==> config.mk <==
export PLATFORM = sky130hd
export DESIGN_NAME = counter_8b
export DESIGN_NICKNAME = d
export VERILOG_FILES = /design/src/rtl/counter_8b.sv
export SDC_FILE = /design/constraint.sdc
export NUM_CORES = 1
export LEC_CHECK = 0
export BUFFER_PORTS_ARGS = -buffer_cell sky130_fd_sc_hd__buf_2
export CAP_MARGIN = 30
export CELL_PAD_IN_SITES_DETAIL_PLACEMENT = 0
export CELL_PAD_IN_SITES_GLOBAL_PLACEMENT = 2
export CORE_UTILIZATION = 29
export CTS_CLUSTER_SIZE = 24
export DETAILED_ROUTE_END_ITERATION = 10
export PLACE_DENSITY = 0.79
export SYNTH_ARGS = -nofsm -noshare
export SYNTH_HDL_FRONTEND = slang
export SYNTH_SLANG_ARGS = --single-unit
==> constraint.sdc <==
create_clock -name clk -period 2.01 [get_ports clk]
set_input_delay 0.201 -clock clk [delete_from_list [all_inputs] [get_ports clk]]
set_output_delay 0.201 -clock clk [all_outputs]
set_load 0.03 [all_outputs]
==> src/rtl/counter_8b.sv <==
// -----------------------------------------------------------------------------
// counter_8b
//
// Free-running up-counter with enable, synchronous clear and a terminal-count
// flag. Used as a generic event / timebase counter in a single clock domain.
//
// Build option:
//   COUNTER_8B_SATURATE_EN  - when defined, the counter holds at TERM_VAL
//                             instead of wrapping, and overflow becomes a
//                             level that stays high while parked at TERM_VAL
//                             with count_en asserted. Undefined (default):
//                             wrap to 0 with a one-cycle overflow pulse.
//
// Parameters:
//   WIDTH     - counter width in bits
//   TERM_VAL  - terminal count (wrap / saturation point)
//
// Ports:
//   clk       in   system clock, rising edge
//   rst_n     in   asynchronous active-low reset, clears count
//   count_en  in   increment by one per clock while high
//   count_clr in   synchronous clear, wins over count_en
//   count     out  registered counter value
//   overflow  out  count==TERM_VAL with an enabled, uncleared increment
//                  pending; combinational from count and the inputs
// -----------------------------------------------------------------------------
module counter_8b #(
    parameter int               WIDTH    = 8,
    parameter logic [WIDTH-1:0] TERM_VAL = {WIDTH{1'b1}}
) (
    input  logic             clk,
    input  logic             rst_n,
    input  logic             count_en,
    input  logic             count_clr,
    output logic [WIDTH-1:0] count,
    output logic             overflow
);

    logic at_term;

    assign at_term = (count == TERM_VAL);

    always_ff @(posedge clk or negedge rst_n) begin
        if (!rst_n) begin
            count <= '0;
        end else if (count_clr) begin
            count <= '0;
        end else if (count_en) begin
            if (at_term) begin
`ifdef COUNTER_8B_SATURATE_EN
                count <= TERM_VAL;
`else
                count <= '0;
`endif
            end else begin
                count <= count + WIDTH'(1);
            end
        end
    end

    // Announces the wrap (or, in saturating mode, the parked state) in the
    // same cycle as the terminal value, so downstream logic can act on the
    // edge that wraps. rst_n is included so the flag is low throughout reset
    // even if count_en is driven high.
    assign overflow = at_term && count_en && !count_clr && rst_n;

endmodule

[Yosys cells after proc, flatten, opt, wreduce, memory -nomap -nowiden]
Index checks and enable logic that the tools add are counted.
Storage, ports and cells
  input bits: 4
  output and inout port bits: 9
  register bits after elaboration: 8
  logic and storage cells: 11
Operators by class
  equal/unequal tests: 1
  add/sub/neg operators: 1
  mux-type cells: 3
  reduce and logical (&&, ||, !) cells: 5
Operator list (number)
  $mux W8: 3
  $add A8 B1 Y8 const B: 1
  $eq A8 B8 Y1 const B: 1
  $logic_and A1 B1 Y1: 3
  $reduce_bool A2 Y1: 1
  $logic_not A1 Y1: 1

[Depth between registers and ports, before layout]
Gate-level depths: netlist of the first run.
  depth after elaboration: 4
  mapped depth: 4
  depth with buffers taken out: 4

[Worst setup path after synthesis of the first run]
Ideal clock, no wire load.
  path kind: register to output
  from: register count[0]
  to: output port overflow
  data required time: 1.809 ns
  path slack: -0.230 ns
  buffers on the path: 0
  cell stages (with the launch flop): 4
  data arrival time: 2.039 ns
  cells stage by stage: dfrtp_1 > ha_1 > nand4_1 > nor4_1
On the way
  longest elaborated chain between the ends: 4
Ends and longest elaborated chain
  from (decl): RTL line 35  | output logic [WIDTH-1:0] count,
  from (signal assigned): RTL line 56  | count <= count + WIDTH'(1);
  $eq A8 B8 Y1: RTL line 41  | assign at_term = (count == TERM_VAL);
  $logic_and A1 B1 Y1 (3 in series): RTL line 65  | assign overflow = at_term && count_en && !count_clr && rst_n;
  to (decl): RTL line 36  | output logic overflow
Every way passes these cells.

[Worst setup path in the final report of the first run]
Ends and elaborated chain as after synthesis.

==> results of run 1 <==
-- worst paths after layout --
check	end	cells past startpoint
max reg2reg	count[5]$_DFFE_PN0P_	5
min reg2reg	count[6]$_DFFE_PN0P_	2
max in group asynchronous	count[2]$_DFFE_PN0P_	2
max	overflow	4
min in group asynchronous	count[3]$_DFFE_PN0P_	2
min	count[6]$_DFFE_PN0P_	2
-- through the flow --
| step | setup WS [ns] | total power (W) |
|---|---|---|
| 6_report | 0.1768 | 0.0003325 |
| 4_1_cts | 0.09609 | 0.0003414 |
| 2_1_floorplan | 0.09041 | 0.0002012 |
| 3_3_place_gp | 0.4171 | 0.0002159 |
| 3_5_place_dp | 0.3848 | 0.0002154 |
| 5_1_grt | 0.05421 | 0.0003610 |
-- final cells by class --
cell class                 instances  area (sq um)
clock buffer                       3         22.52
multi-input combinational         37         229.0
fill                             145         783.3
sequential                         8         200.2
inverter                           1         3.754
tap                               15         18.77
timing repair buffer              16         92.59
-- power by group through the flow --
stage / Sequential [W] / Clock (W) / Combinational, W
after floorplan: 0.000184 / 0 / 0.0000168
after global placement: 0.000175 / 0 / 0.0000410
after detailed placement: 0.000175 / 0 / 0.0000403
after CTS: 0.000172 / 0.000127 / 0.0000419
after global routing: 0.000173 / 0.000142 / 0.0000457
final: 0.000173 / 0.000119 / 0.0000413
-- placed cells by master (no fill, tap or decap), drive strengths merged --
cell type,synthesis,layout
nand4,2,2
nand2,8,8
a31oi,3,3
or3,2,2
nor4,1,1
nor2b,1,1
nand3,4,4
o221ai,1,1
ha,1,1
o21ai,2,2
a21oi,2,2
mux2i,1,1
or4,2,2
clkbuf,1,3
xor2,2,2
inv,1,1
dlygate4sd3,0,1
buf,1,15
nor2,3,3
o211ai,2,2
dfrtp,8,8
-- cells in the mapped netlist --
cell	number	area [sq um]
buf_4	1	7.510
nand4_1	2	12.51
or4_1	2	15.01
nor2_1	3	11.26
xor2_1	2	17.52
clkbuf_1	1	3.750
a31oi_1	3	18.77
mux2i_1	1	10.01
dfrtp_1	8	200.2
o211ai_1	2	15.01
o21ai_0	2	10.01
nor2b_1	1	6.260
nor4_1	1	6.260
a21oi_1	2	10.01
o221ai_1	1	8.760
nand3_1	3	15.01
or3_2	1	7.510
inv_1	1	3.750
nand3_2	1	10.01
nand2_1	8	30.03
or3_1	1	6.260
ha_1	1	12.51
-- critical path: stages, from the launching register on --
cell,delay [ns]
dfrtp_1,0.42
ha_1,0.21
nand4_1,0.23
nor4_2,0.29
buf_2,0.23
-- routing by layer --
| layer | global-route usage | vias to the layer above |
|---|---|---|
| li1 | - | 212 |
| met1 | 0.1683 | 199 |
| met2 | 0.2109 | 8 |
| met3 | 0.09783 | 0 |
| met4 | 0.05000 | 0 |
| met5 | 0 | - |
-- cell families after synthesis --
| family | after synthesis | share of synthesized area |
|---|---|---|
| flops | 8 | 0.4571 |
| mux | 1 | 0.02286 |
| simple gates | 23 | 0.2743 |
| compound gates | 10 | 0.1429 |
| fa+ha+maj | 1 | 0.02857 |
| xor+xnor | 2 | 0.04001 |
| buf+inv | 3 | 0.03428 |
-- repair_timing --
action,in CTS,in global routing
endpoints found under the setup margin,0,1
buffers inserted,0,3
gates resized for setup,0,0
hold buffers,1,0
hold endpoints to repair,8,0
==> impl_metrics.ini, run 1 <==
[routing]
avgRoutedWirePerCell_microns = 13.20
maxUsedRoutingLayer = met3
totalWireLength_microns = 1056
met1Wirelength_microns = 489
dr_wl_met3_microns = 56
viasPerCell = 5.238
num_vias = 419
drt.antenna.violating_nets = 0
drc = 0
wl_met2_microns = 510
drt_iter0_drc = 10
first_pass_iters = 4

[sta]
finalCritPeriodShare = 0.9121
setup_tns_ns = 0
slew_headroom = 0.8365
rsz0062_at_grt = no
hold_viol_final = 0
setup_violations = 0
min_period_ns = 1.833
worst_pin_slew_ns = 0.2445
hold_ws_ns = 0.2447
max_freq_mhz = 545.5
slew_violations = 0
finalClockSkew_ns = 0.0003170

[global_routing]
grt_util_all_layers = 0.1454
grt_pass1_wl_microns = 1469
grt_max_degree = 10
gr-total-overflow = 0
grt_pass1_vias = 339
antenna_found_initial = 0

[worst_hold_path]
hold_class = in -> reg
hold_path_startpoint = count_clr

[setup_path]
path_max_fanout = 6
crit_path_start = count[0]$_DFFE_PN0P_
reg2reg_from = count[0]$_DFFE_PN0P_
cp-start-kind = register
ff2ff_setup_slack_ns = 0.52
crit_type = reg -> out
end_kind = output port
crit_arrival_ns = 1.63
cp.required_ns = 1.81

[finish]
post-route-cell-area_sq_um = 566.8
largest_register_ffs = 8
regMostFlops = count
fin_cells = 80
area_growth_pct = 29.43
n_antenna_cell = 0
top_regs = count: 8 flops
final_core_util = 0.4198
drive_above_1_share = 0.3231
finalNetCount = 72

[floorplanning]
core_sq_um = 1350
rows = 13
start_util = 0.3244
fp.dieW_microns = 40.86
die_h_microns = 40.86
dieArea_sq_um = 1670
pin_count = 13

[clock_network]
cts-root-buf = clkbuf_4
cts_tree = built
h-tree-depth = 1
path_clk_slew_ns = 0.05
clock_latency_ns = 0.25
numCtsBuffers = 3
cts_sinks = 8
clock_path_buffers = 2

[power_and_ir_drop]
power_frac_comb = 0.124
switching_share = 0.2555
p_leak_nw = 0.2560
p_clk_frac = 0.357
switching_power_w = 0.00008498
p_seq_frac = 0.519
peakVddDrop_uv = 351.7
p_per_area_nw_per_um2 = 586.7
p_int_w = 0.0002476

[run]
max_cap_violations = 0

[yosys]
post_synth.cell_area_avg_sq_um = 9.123
ys.warnings.count = 0
syn_nets = 53
synth.yosys.seq_area_share = 0.4571
ys_ff_latch = 8
syn_inst = 48
synth_cell_types = 22
syn_area_sq_um = 437.9

[status]
status = finished clean

[place]
dp_hpwl_microns = 721.8
dp_cells = 73
dpl_cell_area_sq_um = 511.7
place.port_buffers = 12
place_congestion = 0.7250
Power figures use the tool's default switching activity.
==> inputs of run 2 (changes only) <==
--- a/config.mk
+++ b/config.mk
@@ -13,6 +13,7 @@
 export CTS_CLUSTER_SIZE = 24
 export DETAILED_ROUTE_END_ITERATION = 10
 export PLACE_DENSITY = 0.79
+export SLEW_MARGIN = 0
 export SYNTH_ARGS = -nofsm -noshare
 export SYNTH_HDL_FRONTEND = slang
 export SYNTH_SLANG_ARGS = --single-unit
==> constraint.sdc (replaced) <==
create_clock -name clk -period 2.01 [get_ports clk]
set_input_delay 0.402 -clock clk [delete_from_list [all_inputs] [get_ports clk]]
set_output_delay 0.402 -clock clk [all_outputs]
set_load 0.03 [all_outputs]
==> impl_metrics.ini, run 2 (synthesized netlist as in run 1, its figures left out) <==
[global_routing]
antenna_found_initial = 0
gr-total-overflow = 0
grt_max_degree = 10
grt_util_all_layers = 0.1657
grt_pass1_wl_microns = 1738
grt_pass1_vias = 368

[sta]
hold_viol_final = 0
min_period_ns = 1.883
slew_headroom = 0.8299
finalCritPeriodShare = 0.9370
finalClockSkew_ns = 0.002696
setup_tns_ns = 0
rsz0062_at_grt = no
max_freq_mhz = 531.0
worst_pin_slew_ns = 0.2545
slew_violations = 0
setup_violations = 0

[run]
max_cap_violations = 0

[clock_network]
cts_sinks = 8
path_clk_slew_ns = 0.05
clock_latency_ns = 0.25
cts_tree = built
ctsHoldBuffers = 0
numCtsBuffers = 3
h-tree-depth = 1
cts-root-buf = clkbuf_4
clock_path_buffers = 2

[power_and_ir_drop]
peakVddDrop_uv = 247.9
p_per_area_nw_per_um2 = 593.5
power_w = 0.0003423
p_leak_nw = 0.2639

[floorplanning]
start_util = 0.3244
pin_count = 13
die_h_microns = 40.86
core_sq_um = 1350
dieArea_sq_um = 1670
fp.dieW_microns = 40.86
rows = 13

[finish]
final_cell_mix = buf_2 (11), nand2_1 (8), dfrtp_1 (7)
final_core_util = 0.4272
mostFrequentLayoutCell = buf_2
regMostFlops = count
area_growth_pct = 31.71
drive_above_1_share = 0.3538
top_regs = count: 8 flops
finalNetCount = 72
post-route-cell-area_sq_um = 576.8
fillers = 142
largest_register_ffs = 8
n_antenna_cell = 0

[status]
status = finished clean

[place]
dpl_cell_area_sq_um = 535.5
place_congestion = 0.7013
dp_hpwl_microns = 756.2
place.port_buffers = 12

[routing]
drt_iter0_drc = 4
drt.antenna.violating_nets = 0
first_pass_iters = 2
totalWireLength_microns = 1054
drc = 0
viasPerCell = 5.225
avgRoutedWirePerCell_microns = 13.18
num_vias = 418

[setup_path]
end_kind = output port
crit_arrival_ns = 1.48
path_max_fanout = 6
cp-start-kind = register
cp.required_ns = 1.61
crit_type = reg -> out

[worst_hold_path]
hold_class = in -> async
## run 2: path summary, 6_finish.rpt
kind                            slack [ns]            startpoint                    to  cells after the start
worst max register to register        0.50  count[0]$_DFFE_PN0P_  count[6]$_DFFE_PN0P_                      5
worst max-delay path                  0.13  count[0]$_DFFE_PN0P_              overflow                      4
worst min register to register        0.59  count[0]$_DFFE_PN0P_  count[0]$_DFFE_PN0P_                      2
worst min-delay path                  0.08                 rst_n  count[7]$_DFFE_PN0P_                      2
min in group clk                      0.45             count_clr  count[6]$_DFFE_PN0P_                      2
max in group asynchronous             1.79                 rst_n  count[0]$_DFFE_PN0P_                      2
## run 2: worst max-delay path, cell delays in order, from the launching register on
cell	delay (ns)
dfrtp_2	0.40
ha_1	0.20
nand4_1	0.17
nor4_4	0.27
buf_4	0.19
## run 2: area by class of cell
cell class	instances	area, sq um	share of cell area
tap	15	18.77	0.03254
inverter	1	3.754	0.006508
timing repair buffer	16	92.59	0.1605
sequential	8	201.4	0.3492
clock buffer	3	22.52	0.03905
multi-input combinational	37	237.7	0.4121
## run 2: repair_timing
item | in CTS | in global routing
setup buffers | 0 | 2
gates resized for setup | 0 | 3
setup endpoints to repair | 0 | 1
## run 2: stage by stage
step,hold WS (ns),setup WS (ns),cells
global placement,0.3650,0.3295,75
CTS,0.07835,0.03517,78
floorplan,0.1064,0.02721,48
finish,0.07504,0.1266,80
global route,0.07506,0.02365,80
detailed placement,0.3546,0.3144,75
## run 2: report_power, final
group | internal [W] | switching [W]
Combinational | 0.0000165 | 0.0000304
Clock | 0.0000684 | 0.0000551
Sequential | 0.000166 | 0.00000554
## run 2: routing by layer
| metal | global-route usage | vias to the layer above | part of all wire |
|---|---|---|---|
| li1 | - | 214 | - |
| met1 | 0.2145 | 193 | 0.50 |
| met2 | 0.2383 | 11 | 0.43 |
| met3 | 0.09783 | 0 | 0.065 |
| met4 | 0.02500 | 0 | 0 |
| met5 | 0 | - | 0 |
==> inputs of run 3 (changes only) <==
--- a/config.mk
+++ b/config.mk
@@ -10,9 +10,10 @@
 export CELL_PAD_IN_SITES_DETAIL_PLACEMENT = 0
 export CELL_PAD_IN_SITES_GLOBAL_PLACEMENT = 2
 export CORE_UTILIZATION = 29
+export CTS_CLUSTER_DIAMETER = 100
 export CTS_CLUSTER_SIZE = 24
 export DETAILED_ROUTE_END_ITERATION = 10
-export PLACE_DENSITY = 0.79
+export PLACE_DENSITY_LB_ADDON = 0.1
 export SLEW_MARGIN = 0
 export SYNTH_ARGS = -nofsm -noshare
 export SYNTH_HDL_FRONTEND = slang
==> impl_metrics.ini, run 3 (synthesized netlist as in run 1, its figures left out) <==
[status]
status = finished clean

[setup_path]
path_max_fanout = 6
reg2reg_depth = 5
worstPathCellList = dlygate4sd3_1 -> clkbuf_4 -> nand2_1 -> nor4_4 -> buf_6
crit_arrival_ns = 1.51
slowest_stage = dlygate4sd3_1
cp-start-kind = input pin
crit_type = in -> out
cp.required_ns = 1.61
end_kind = output port
cpPeakStageDelay_ns = 0.53

[floorplanning]
start_util = 0.3244
rows = 13
die_h_microns = 40.86
fp.dieW_microns = 40.86
pin_count = 13
core_sq_um = 1350
dieArea_sq_um = 1670

[routing]
drc = 0
drt_iter0_drc = 10
first_pass_iters = 2
totalWireLength_microns = 1150
num_vias = 439
viasPerCell = 5.420
drt.antenna.violating_nets = 0
avgRoutedWirePerCell_microns = 14.20

[power_and_ir_drop]
p_leak_nw = 0.2688
power_w = 0.0003484
p_per_area_nw_per_um2 = 585.0
peakVddDrop_uv = 400.2

[place]
dp_hpwl_microns = 838.8
place.port_buffers = 12
place_congestion = 0.8232

[sta]
max_freq_mhz = 522.8
finalCritPeriodShare = 0.9517
min_period_ns = 1.913
slew_violations = 0
worst_pin_slew_ns = 0.2624
finalClockSkew_ns = 0.007175
slew_headroom = 0.8246
setup_violations = 0
hold_ws_ns = 0.4515
hold_viol_final = 0

[finish]
top_regs = count: 8 flops
drive_above_1_share = 0.3333
largest_register_ffs = 8
area_growth_pct = 36.00
mostFrequentLayoutCell = buf_2
final_core_util = 0.4411
fillers = 142
n_antenna_cell = 0
final_cell_mix = buf_2 (10), nand2_1 (8), dfrtp_1 (7)
regMostFlops = count
finalNetCount = 73

[clock_network]
path_clk_slew_ns = 0.06
cts_tree = built
clock_path_buffers = 2
clock_latency_ns = 0.26
cts-root-buf = clkbuf_4
numCtsBuffers = 3
cts_sinks = 8
h-tree-depth = 1

[global_routing]
grt_pass1_vias = 387
grt_max_degree = 10
antenna_found_initial = 0
gr-total-overflow = 0
grt_pass1_wl_microns = 1800
grt_util_all_layers = 0.1676

[run]
max_cap_violations = 0

[worst_hold_path]
hold_class = in -> reg
hold_path_depth = 2
run 3: cell types whose count changed in the layout (fill, tap and decap cells not counted):
cell           before  now
buf_2              11   10
buf_6               0    1
dlygate4sd3_1       0    2
buf_4               5    3
clkbuf_4            3    4
run 3: report_power, final:
| group | leakage (nW) | switching [W] | internal, W | total [W] |
|---|---|---|---|---|
| Combinational | 0.146 | 0.0000301 | 0.0000182 | 0.0000484 |
| Clock | 0.0138 | 0.0000585 | 0.0000686 | 0.000127 |
| Sequential | 0.109 | 0.00000657 | 0.000166 | 0.000173 |
| Total | 0.269 | 0.0000952 | 0.000253 | 0.000348 |
run 3: routing by layer:
metal | vias up | GRT usage | share of wire
li1 | 218 | - | -
met2 | 13 | 0.2344 | 0.45
met4 | 0 | 0.05000 | 0.013
met5 | - | 0 | 0
met3 | 2 | 0.04891 | 0.050
met1 | 206 | 0.2441 | 0.48
run 3: layout make-up:
class                      count  area [sq um]  area share
timing repair buffer          17         111.4      0.1870
tap                           15         18.77     0.03151
inverter                       1         3.754    0.006303
sequential                     8         201.4      0.3382
multi-input combinational     37         237.7      0.3992
clock buffer                   3         22.52     0.03782
run 3: final timing paths:
path                                       from                    to  slack (ns)
min in group asynchronous                 rst_n  count[3]$_DFFE_PN0P_        0.52
hold / removal                        count_clr  count[6]$_DFFE_PN0P_        0.45
max in group asynchronous                 rst_n  count[5]$_DFFE_PN0P_        0.68
setup / recovery                          rst_n              overflow         0.1
setup reg to reg           count[1]$_DFFE_PN0P_  count[6]$_DFFE_PN0P_        0.45
hold reg to reg            count[0]$_DFFE_PN0P_  count[0]$_DFFE_PN0P_        0.59
run 3: what timing repair did:
action,4_1_cts,5_1_grt
endpoints found under the setup margin,0,1
setup buffers,0,2
hold buffers,2,0
resized for setup,0,5
endpoints found under the hold margin,4,0
run 3: through the flow:
stage / std cells / setup slack (ns) / TNS, ns / instance area, sq um
6_report: 81 / 0.09707 / 0 / 595.6
5_1_grt: 81 / -0.004254 / -0.004254 / 595.6
4_1_cts: 79 / 0.02541 / 0 / 570.5
3_5_place_dp: 74 / 0.2989 / 0 / 528.0
3_3_place_gp: 74 / 0.3556 / 0 / 528.0
2_1_floorplan: 48 / 0.02721 / 0 / 452.9
run 3: worst max-delay path: cells and delay by family:
family / cells / cell delay (ns)
buf+inv: 3 / 0.86
simple gates: 2 / 0.24
